### src/rtl/mem_lsu_ctrl_if.sv
// Core/RAM bus bundle for the load/store unit.
// slave = the LSU itself; master = the core plus the data RAM around it.
interface mem_lsu_ctrl_if;
  logic        req_valid;
  logic        req_ready;
  logic        req_we;
  logic [1:0]  req_size;
  logic        req_unsigned;
  logic [31:0] req_addr;
  logic [31:0] req_wdata;
  logic        resp_valid;
  logic        resp_ready;
  logic [31:0] resp_rdata;
  logic        resp_err;
  logic        ram_we;
  logic [31:0] ram_addr;
  logic [31:0] ram_wdata;
  logic [31:0] ram_rdata;

  modport slave (
    input  req_valid, req_we, req_size, req_unsigned, req_addr, req_wdata,
    input  resp_ready, ram_rdata,
    output req_ready, resp_valid, resp_rdata, resp_err,
    output ram_we, ram_addr, ram_wdata
  );

  modport master (
    output req_valid, req_we, req_size, req_unsigned, req_addr, req_wdata,
    output resp_ready, ram_rdata,
    input  req_ready, resp_valid, resp_rdata, resp_err,
    input  ram_we, ram_addr, ram_wdata
  );
endinterface

### src/rtl/mem_lsu_ctrl.sv
// Load/store initiator: turns byte/half/word core requests into accesses on a
// word-wide data RAM with combinational read data. Sub-word stores use a
// read-modify-write through a merge buffer.
module mem_lsu_ctrl #(
  parameter int ADDR_LEN = 16
) (
  input  logic          clk,
  input  logic          rst_n,
  mem_lsu_ctrl_if.slave bus
);

  typedef enum logic [1:0] {S_IDLE, S_RD, S_WR, S_RESP} state_t;

  state_t      r_state, w_next;
  logic        r_we, r_uns, r_err;
  logic [1:0]  r_size;
  logic [31:0] r_addr, r_wdata, r_merge, r_rdata;

  logic        w_err, w_oor;
  logic [31:0] w_aligned, w_shifted, w_load, w_mask, w_merge;
  logic [4:0]  w_sh;

  assign w_aligned = {r_addr[31:2], 2'b00};
  assign w_sh      = {r_addr[1:0], 3'b000};
  assign w_shifted = bus.ram_rdata >> w_sh;
  // Any address bit above the RAM's byte range makes the request out of range.
  assign w_oor     = |(bus.req_addr >> (ADDR_LEN + 2));

  // Request validity: size 11, misalignment or out-of-range address.
  always_comb begin
    w_err = w_oor;
    case (bus.req_size)
      2'b00:   w_err = w_oor;
      2'b01:   w_err = w_oor | bus.req_addr[0];
      2'b10:   w_err = w_oor | (|bus.req_addr[1:0]);
      default: w_err = 1'b1;
    endcase
  end

  // Load lane select/extension and sub-word store merge from the RAM word.
  always_comb begin
    case (r_size)
      2'b00:   w_load = r_uns ? {24'b0, w_shifted[7:0]}
                              : {{24{w_shifted[7]}}, w_shifted[7:0]};
      2'b01:   w_load = r_uns ? {16'b0, w_shifted[15:0]}
                              : {{16{w_shifted[15]}}, w_shifted[15:0]};
      default: w_load = bus.ram_rdata;
    endcase
    w_mask  = ((r_size == 2'b00) ? 32'h0000_00FF : 32'h0000_FFFF) << w_sh;
    w_merge = (bus.ram_rdata & ~w_mask) | ((r_wdata << w_sh) & w_mask);
  end

  // State register.
  always_ff @(posedge clk) begin
    if (!rst_n) r_state <= S_IDLE;
    else        r_state <= w_next;
  end

  // Next state and bus outputs; ram_we is gated by reset so no write can
  // slip through while rst_n is low.
  always_comb begin
    w_next         = r_state;
    bus.req_ready  = 1'b0;
    bus.resp_valid = 1'b0;
    bus.ram_we     = 1'b0;
    bus.ram_addr   = 32'b0;
    bus.ram_wdata  = 32'b0;
    case (r_state)
      S_IDLE: begin
        bus.req_ready = 1'b1;
        if (bus.req_valid) begin
          if (w_err)                                   w_next = S_RESP;
          else if (bus.req_we && bus.req_size == 2'b10) w_next = S_WR;
          else                                         w_next = S_RD;
        end
      end
      S_RD: begin
        bus.ram_addr = w_aligned;
        w_next       = r_we ? S_WR : S_RESP;
      end
      S_WR: begin
        bus.ram_we    = rst_n;
        bus.ram_addr  = w_aligned;
        bus.ram_wdata = r_merge;
        w_next        = S_RESP;
      end
      S_RESP: begin
        bus.resp_valid = 1'b1;
        if (bus.resp_ready) w_next = S_IDLE;
      end
      default: w_next = S_IDLE;
    endcase
  end

  assign bus.resp_rdata = r_rdata;
  assign bus.resp_err   = r_err;

  // Request latch, merge buffer and response data.
  always_ff @(posedge clk) begin
    if (!rst_n) begin
      r_we    <= 1'b0;
      r_uns   <= 1'b0;
      r_size  <= 2'b00;
      r_addr  <= 32'b0;
      r_wdata <= 32'b0;
      r_merge <= 32'b0;
      r_rdata <= 32'b0;
      r_err   <= 1'b0;
    end else begin
      case (r_state)
        S_IDLE: if (bus.req_valid) begin
          r_we    <= bus.req_we;
          r_uns   <= bus.req_unsigned;
          r_size  <= bus.req_size;
          r_addr  <= bus.req_addr;
          r_wdata <= bus.req_wdata;
          r_merge <= bus.req_wdata;
          r_rdata <= 32'b0;
          r_err   <= w_err;
        end
        S_RD: begin
          if (r_we) r_merge <= w_merge;
          else      r_rdata <= w_load;
        end
        default: ;
      endcase
    end
  end

endmodule

### src/flat_wrapper.sv
// flat-port wrapper written by rule: the top's interface ports become plain ports
module mem_lsu_ctrl_flat 
#(
  parameter int ADDR_LEN = 16
)
  (clk, rst_n, bus_req_valid, bus_req_we, bus_req_size, bus_req_unsigned, bus_req_addr, bus_req_wdata, bus_resp_ready, bus_ram_rdata, bus_req_ready, bus_resp_valid, bus_resp_rdata, bus_resp_err, bus_ram_we, bus_ram_addr, bus_ram_wdata);
  mem_lsu_ctrl_if bus_i ();
  input  logic clk;
  input  logic rst_n;
  input wire logic [$bits(bus_i.req_valid)-1:0] bus_req_valid;
  input wire logic [$bits(bus_i.req_we)-1:0] bus_req_we;
  input wire logic [$bits(bus_i.req_size)-1:0] bus_req_size;
  input wire logic [$bits(bus_i.req_unsigned)-1:0] bus_req_unsigned;
  input wire logic [$bits(bus_i.req_addr)-1:0] bus_req_addr;
  input wire logic [$bits(bus_i.req_wdata)-1:0] bus_req_wdata;
  input wire logic [$bits(bus_i.resp_ready)-1:0] bus_resp_ready;
  input wire logic [$bits(bus_i.ram_rdata)-1:0] bus_ram_rdata;
  output wire logic [$bits(bus_i.req_ready)-1:0] bus_req_ready;
  output wire logic [$bits(bus_i.resp_valid)-1:0] bus_resp_valid;
  output wire logic [$bits(bus_i.resp_rdata)-1:0] bus_resp_rdata;
  output wire logic [$bits(bus_i.resp_err)-1:0] bus_resp_err;
  output wire logic [$bits(bus_i.ram_we)-1:0] bus_ram_we;
  output wire logic [$bits(bus_i.ram_addr)-1:0] bus_ram_addr;
  output wire logic [$bits(bus_i.ram_wdata)-1:0] bus_ram_wdata;
  assign bus_i.req_valid = bus_req_valid;
  assign bus_i.req_we = bus_req_we;
  assign bus_i.req_size = bus_req_size;
  assign bus_i.req_unsigned = bus_req_unsigned;
  assign bus_i.req_addr = bus_req_addr;
  assign bus_i.req_wdata = bus_req_wdata;
  assign bus_i.resp_ready = bus_resp_ready;
  assign bus_i.ram_rdata = bus_ram_rdata;
  assign bus_req_ready = bus_i.req_ready;
  assign bus_resp_valid = bus_i.resp_valid;
  assign bus_resp_rdata = bus_i.resp_rdata;
  assign bus_resp_err = bus_i.resp_err;
  assign bus_ram_we = bus_i.ram_we;
  assign bus_ram_addr = bus_i.ram_addr;
  assign bus_ram_wdata = bus_i.ram_wdata;
  mem_lsu_ctrl #(.ADDR_LEN(ADDR_LEN)) u_core (.clk(clk), .rst_n(rst_n), .bus(bus_i));
endmodule
### config.mk
export PLATFORM = sky130hd
export DESIGN_NAME = mem_lsu_ctrl_flat
export DESIGN_NICKNAME = d
export VERILOG_FILES = /design/src/rtl/mem_lsu_ctrl_if.sv /design/src/rtl/mem_lsu_ctrl.sv /design/src/flat_wrapper.sv
export SDC_FILE = /design/constraint.sdc
export NUM_CORES = 1
export LEC_CHECK = 0
export ABC_AREA = 1
export CAP_MARGIN = 20
export CORE_UTILIZATION = 40
export DETAILED_ROUTE_END_ITERATION = 6
export PLACE_DENSITY = 0.68
export SYNTH_ARGS = -nofsm -noshare
export SYNTH_HDL_FRONTEND = slang
export SYNTH_SLANG_ARGS = --single-unit
### constraint.sdc
create_clock -name clk -period 2.6 [get_ports clk]
set_clock_uncertainty 0.15 [all_clocks]
set_input_delay 0.39 -clock clk [delete_from_list [all_inputs] [get_ports clk]]
set_output_delay 0.39 -clock clk [all_outputs]
set_load 0.1 [all_outputs]
==> results of run 1 <==
## cells in the mapped netlist, types with 2 or more instances
library cell,count
nor2_2,4
o211ai_1,24
dfxtp_1,127
nor2_8,2
nand2_4,2
nand2_2,11
a21oi_2,11
a21oi_1,109
nand2_1,232
buf_4,7
nor2_1,146
nor2_4,2
o21ai_0,123
o21ai_1,22
clkbuf_1,40
inv_2,13
inv_1,100
or2_2,2
buf_2,20
ha_1,7
nand3_2,3
buf_6,4
nand3_1,28
## kinds of logic after synthesis
logic type	synth area share, %
AO/OA/AOI/OAI	23.5
adder cells (fa/ha/maj)	1.28
buffers and inverters	11.5
flip-flops	37.3
other	0.0550
AND/OR/NAND/NOR	26.3
## state kept, by name (all words and copies together) (netlist names)
register and cells:
u_core.bus.resp_rdata 32, u_core.r_addr 32, u_core.r_merge 32, u_core.r_wdata 24, u_core.r_size 2, u_core.r_state 2, u_core.bus.resp_err 1, u_core.r_uns 1
u_core.r_we 1
## where the power goes
group / internal (mW) / switching, mW
logic: 2.26 / 5.48
clock network: 1.36 / 0.919
registers: 2.63 / 0.421
total: 6.25 / 6.82
## what timing repair did
action	4_1_cts	5_1_grt
hold buffers	0	0
setup endpoints to repair	12	0
resized for setup	1	0
## metal layers
| layer | global-route usage [%] | part of all wire, % | vias up |
|---|---|---|---|
| met5 | 0 | 0 | - |
| met4 | 7.02 | 1.8 | 0 |
| met3 | 8.12 | 9.0 | 33 |
| met2 | 40.5 | 46 | 312 |
| met1 | 34.2 | 44 | 3290 |
| li1 | - | - | 3675 |
## cell type report
cell class | count | area, sq um
Clock buffer | 19 | 453
Sequential cell | 127 | 2540
Clock inverter | 13 | 115
Inverter | 113 | 424
Tap cell | 220 | 275
Multi-Input combinational cell | 736 | 3500
Fill cell | 1502 | 6630
Timing Repair Buffer | 218 | 2700
## critical path: stages (launching register included)
cell and delay [ns]:
dfxtp_1 0.34, inv_1 0.09, ha_2 0.38, buf_4 0.28
nand2_1 0.08, inv_1 0.10, buf_12 0.18
## worst max path at each step
stage / startpoint / endpoint / depth (start not counted)
2_1_floorplan: u_core.r_state[0]$_SDFFE_PN0P_ / u_core.bus.resp_rdata[18]$_SDFFE_PN0P_ / 11
3_3_place_gp: u_core.r_state[0]$_SDFFE_PN0P_ / bus_ram_wdata[15] / 6
3_5_place_dp: bus_req_size[0] / u_core.bus.resp_err$_SDFFE_PN0P_ / 8
4_1_cts: u_core.r_state[0]$_SDFFE_PN0P_ / bus_ram_wdata[26] / 6
5_1_grt: u_core.r_state[0]$_SDFFE_PN0P_ / bus_ram_wdata[22] / 6
6_report: u_core.r_state[0]$_SDFFE_PN0P_ / bus_ram_wdata[26] / 6
## stage by stage
step	worst slack [ns]	hold WS [ns]	cells	utilization (%)	total power, mW
floorplan	0.0761	0.305	1048	-	8.53
global placement	0.450	0.304	1414	56.7	10.7
detailed placement	0.410	0.305	1414	56.7	10.8
CTS	0.160	0.314	1446	60.2	13.1
global route	0.0485	0.334	1446	60.2	13.8
finish	0.181	0.313	1446	60.2	13.1
==> impl_metrics.ini, run 1 <==
[cts]
tritoncts = done
cts_root_buf = clkbuf_16
clock_insertion_delay_worst_skew_ns = 0.42
path_clk_slew_ns = 0.06
clock_tree.buffer_depth = 2
cts.htree.levels = 4
post_cts.repair.setup_buffers = 0
tritoncts.num_buffers = 17
clkSinkCount = 127

[hold_path]
min_to = u_core.bus.resp_rdata[8]$_SDFFE_PN0P_
worstHoldPathCells = 2
hold_path.class = register to register
holdCritStartpoint = u_core.bus.resp_rdata[8]$_SDFFE_PN0P_

[floorplanning]
floorplan.die_area_sq_um = 17600
die_x_um = 133
top_level_ports = 204
floorplan.initialDensity_pct = 41.0
std_cell_rows = 47
core_area_sq_um = 16600
die_h_um = 133

[placed_design]
numPortBuffers = 201
placedInstanceArea_sq_um = 9440
place.detailed.hpwl_um = 16600
routabilityCongestion = 0.926

[final_layout]
final_cell_mix = nand2_1 (232), nor2_1 (146), dfxtp_1 (127)
areaGrowthSynthToFinish_pct = 46.7
finalNetCount = 1324
layout.cells.most_common = nand2_1
drive_gt1_share_pct = 16.6
antenna-diode-count = 0
stdcell_area_sq_um = 10000

[detailed_routing]
post-route-drc-count = 0
final_antenna_net_count = 0
postRouteWirelength_um = 22500
drt_first_iter_violations = 754
avgViaCountPerCell = 5.06
vias_post_dr = 7310
drt_pre_antenna_iters = 5
route.detailed.wl_per_inst_um = 15.6

[power_and_ir_drop]
powerDensity_nw_per_um2 = 1310
irDropWorstVdd_mv = 0.913
cellLeakagePower_nw = 4.52

[timing]
final.min_clock_period_ns = 2.42
count_of_final_max_slew_check_failures = 0
hold_viol = 0
final.setup.tns_ns = 0
setup_viol_count_final = 0
min_period_over_period_pct = 93.1
max-slew-margin-rel_pct = 54.7
worst_slew_pin_slew_ns = 0.679
maxClockFrequency_ghz = 0.413
rsz_0062_raised_after_global_routing = false

[global_route]
first_global_vias = 6790
maximum_number_of_pins_on_one_net_before_global_route_repair = 101
grt_remaining_overflow = 0
wire_length_of_the_first_global_routing_pass_um = 35800
globalRouteTotalUtil_pct = 25.8
antenna_found_initial = 0

[logic_synthesis]
yosys_warnings = 0
yosysTopAreaCellShare_pct = 37.3
yosys_most_used_dff = dfxtp_1
postSynthCellCount = 1047
per_instance_average_area_after_synthesis_sq_um = 6.52
yosys_register_bits = 127
ys_top_cells_by_area = dfxtp_1 (37%), nand2_1 (13%), o21ai_0 (9.0%), nor2_1 (8.0%), a21oi_1 (8.0%)
yosys.cell_types.count = 31
yosysSeqAreaShare_pct = 37.3
synth_edf_count = 0
async_reset_ff_share_pct = 0
yosysTopAreaCell = dfxtp_1
syn-cell-area_sq_um = 6820

[outcome]
run_status = finished clean

[critical_path]
setup.worst_path.end_class = primary output
crit_path_max_fanout = 16
worstPathRequired_ns = 2.06
r2r.worst_path.cells = 8
timing.setup.critical_path_class = register to primary output
worst_r2r_endpoint = u_core.r_merge[21]$_SDFFE_PN0P_
r2r-start = u_core.r_addr[1]$_SDFFE_PN0P_
crit_path_start_kind = register
regToRegSetupSlack_ns = 0.43
worstPathArrival_ns = 1.88

[run]
drv_cap = 0
No activity file was read; power rests on OpenSTA's default activity.
==> inputs of run 2 (changes only) <==
--- a/config.mk
+++ b/config.mk
@@ -9,6 +9,7 @@
 export CAP_MARGIN = 20
 export CORE_UTILIZATION = 40
 export DETAILED_ROUTE_END_ITERATION = 6
+export MAX_ROUTING_LAYER = met4
 export PLACE_DENSITY = 0.68
 export SYNTH_ARGS = -nofsm -noshare
 export SYNTH_HDL_FRONTEND = slang
==> run 2 against run 1 <==
- cell area rose by 0.50%
- clock-buffer cell count is 1 lower
- non-clock buffer count grew 2
- power is 1.7% higher
- largest power group unchanged
- wire length grew 3.0%
- combinational power increased by 0.9%
- maximum frequency about the same
- highest routed layer unchanged
- critical endpoint is now bus_ram_addr[2]
- first-iteration DRC count up 12%
- via count increased by 1.8%
- worst setup slack improved by 0.0012 ns
- critical path depth is the same
==> impl_metrics.ini, run 2 (synthesis results as in run 1) <==
[outcome]
run_status = finished clean

[hold_path]
hold_path.class = register to register
worstHoldPathCells = 2
holdCritStartpoint = u_core.bus.resp_rdata[11]$_SDFFE_PN0P_
min_to = u_core.bus.resp_rdata[11]$_SDFFE_PN0P_

[cts]
cts.htree.levels = 4
cts_root_buf = clkbuf_16
path_clk_slew_ns = 0.06
clkSinkCount = 127
post_cts.repair.setup_buffers = 0
clock_insertion_delay_worst_skew_ns = 0.42
tritoncts = done
clock_tree.buffer_depth = 2
tritoncts.num_buffers = 17
holdBufCountCts = 0
post_cts_resized = 0

[floorplanning]
die_x_um = 133
die_h_um = 133
floorplan.die_area_sq_um = 17600
top_level_ports = 204
core_area_sq_um = 16600
floorplan.initialDensity_pct = 41.0
std_cell_rows = 47

[final_layout]
antenna-diode-count = 0
final_cell_mix = nand2_1 (232), nor2_1 (146), dfxtp_1 (127)
finalNetCount = 1326
layout.cells.most_common = nand2_1
areaGrowthSynthToFinish_pct = 47.5
drive_gt1_share_pct = 16.6
stdcell_area_sq_um = 10100

[timing]
hold_viol = 0
final.hold.worst_slack_ns = 0.314
maxClockFrequency_ghz = 0.414
max-slew-margin-rel_pct = 57.0
worst_slew_pin_slew_ns = 0.645
rsz_0062_raised_after_global_routing = false
setup_viol_count_final = 0
count_of_final_max_slew_check_failures = 0
final.min_clock_period_ns = 2.42
final.setup.tns_ns = 0
min_period_over_period_pct = 93.0

[placed_design]
routabilityCongestion = 0.945
placedInstanceArea_sq_um = 9460
numPortBuffers = 201
place.detailed.hpwl_um = 17000

[power_and_ir_drop]
pwr-share-clk_pct = 18.3
net-switching-power_mw = 6.88
intPower_mw = 6.42
pwr-share-comb_pct = 58.6
powerDensity_nw_per_um2 = 1320
cellLeakagePower_nw = 4.56
pwr-share-seq_pct = 23.0
irDropWorstVdd_mv = 0.892
switching_share_of_power_pct = 51.7

[critical_path]
regToRegSetupSlack_ns = 0.29
worstPathRequired_ns = 2.06
worst_r2r_endpoint = u_core.r_merge[23]$_SDFFE_PN0P_
timing.setup.critical_path_class = register to primary output
crit_path_max_fanout = 20
crit_path_start_kind = register
r2r.worst_path.cells = 9
worstPathArrival_ns = 1.88
worstSetupStartpoint = u_core.r_state[0]$_SDFFE_PN0P_
setup.worst_path.end_class = primary output
r2r-start = u_core.r_addr[1]$_SDFFE_PN0P_

[global_route]
globalRouteTotalUtil_pct = 27.9
first_global_vias = 6990
antenna_found_initial = 0
wire_length_of_the_first_global_routing_pass_um = 37500
grt_remaining_overflow = 0
maximum_number_of_pins_on_one_net_before_global_route_repair = 101

[detailed_routing]
final_antenna_net_count = 0
post-route-drc-count = 0
drt_pre_antenna_iters = 5
vias_post_dr = 7442
route.detailed.wl_per_inst_um = 16.0
postRouteWirelength_um = 23200
drt_first_iter_violations = 841
avgViaCountPerCell = 5.14

[run]
drv_cap = 0
[run 2: critical path, cell delays in order (launching register included)]
cell,delay [ns]
dfxtp_1,0.41
inv_1,0.10
ha_1,0.32
buf_4,0.25
nand2_1,0.09
inv_1,0.10
buf_12,0.18
[run 2: power groups by stage]
stage          logic, mW  registers, mW  clock network, mW
2_1_floorplan       4.66           3.88                  0
3_3_place_gp        7.69           3.08                  0
3_5_place_dp        7.75           3.08                  0
4_1_cts             7.77           3.05               2.46
5_1_grt             8.32           3.14               2.56
6_report            7.80           3.06               2.44
[run 2: cell type report]
type	count	area [sq um]
fillers	1534	6580
multi-input cells	736	3500
repair buffers	220	2720
flip-flops and latches	127	2540
clock buffers	18	439
inverters	113	424
well taps	220	275
clock inverters	14	166
[run 2: worst max-delay path by stage]
| stage | cells past startpoint | slack, ns | endpoint |
|---|---|---|---|
| final | 6 | 0.18 | bus_ram_addr[2] |
| after global routing | 6 | 0.10 | bus_ram_addr[7] |
| after CTS | 6 | 0.20 | bus_ram_addr[2] |
| after detailed placement | 9 | 0.35 | u_core.r_merge[23]$_SDFFE_PN0P_ |
| after global placement | 9 | 0.39 | u_core.r_merge[23]$_SDFFE_PN0P_ |
| after floorplan | 11 | 0.08 | u_core.bus.resp_rdata[18]$_SDFFE_PN0P_ |
[run 2: per-layer routing]
metal / track usage [%] / up-vias / part of all wire [%]
li1: - / 3680 / -
met1: 36.0 / 3367 / 43
met2: 42.4 / 358 / 46
met3: 6.97 / 37 / 9.0
met4: 9.07 / 0 / 2.2
met5: - / - / 0
[run 2: stage by stage]
| stage | instances | setup slack, ns | util, % | total power [mW] |
|---|---|---|---|---|
| after floorplan | 1048 | 0.0761 | - | 8.53 |
| after global placement | 1416 | 0.387 | 56.8 | 10.8 |
| after detailed placement | 1416 | 0.352 | 56.8 | 10.8 |
| after CTS | 1448 | 0.197 | 60.5 | 13.3 |
| after global routing | 1448 | 0.101 | 60.5 | 14.0 |
| final | 1448 | 0.182 | 60.5 | 13.3 |
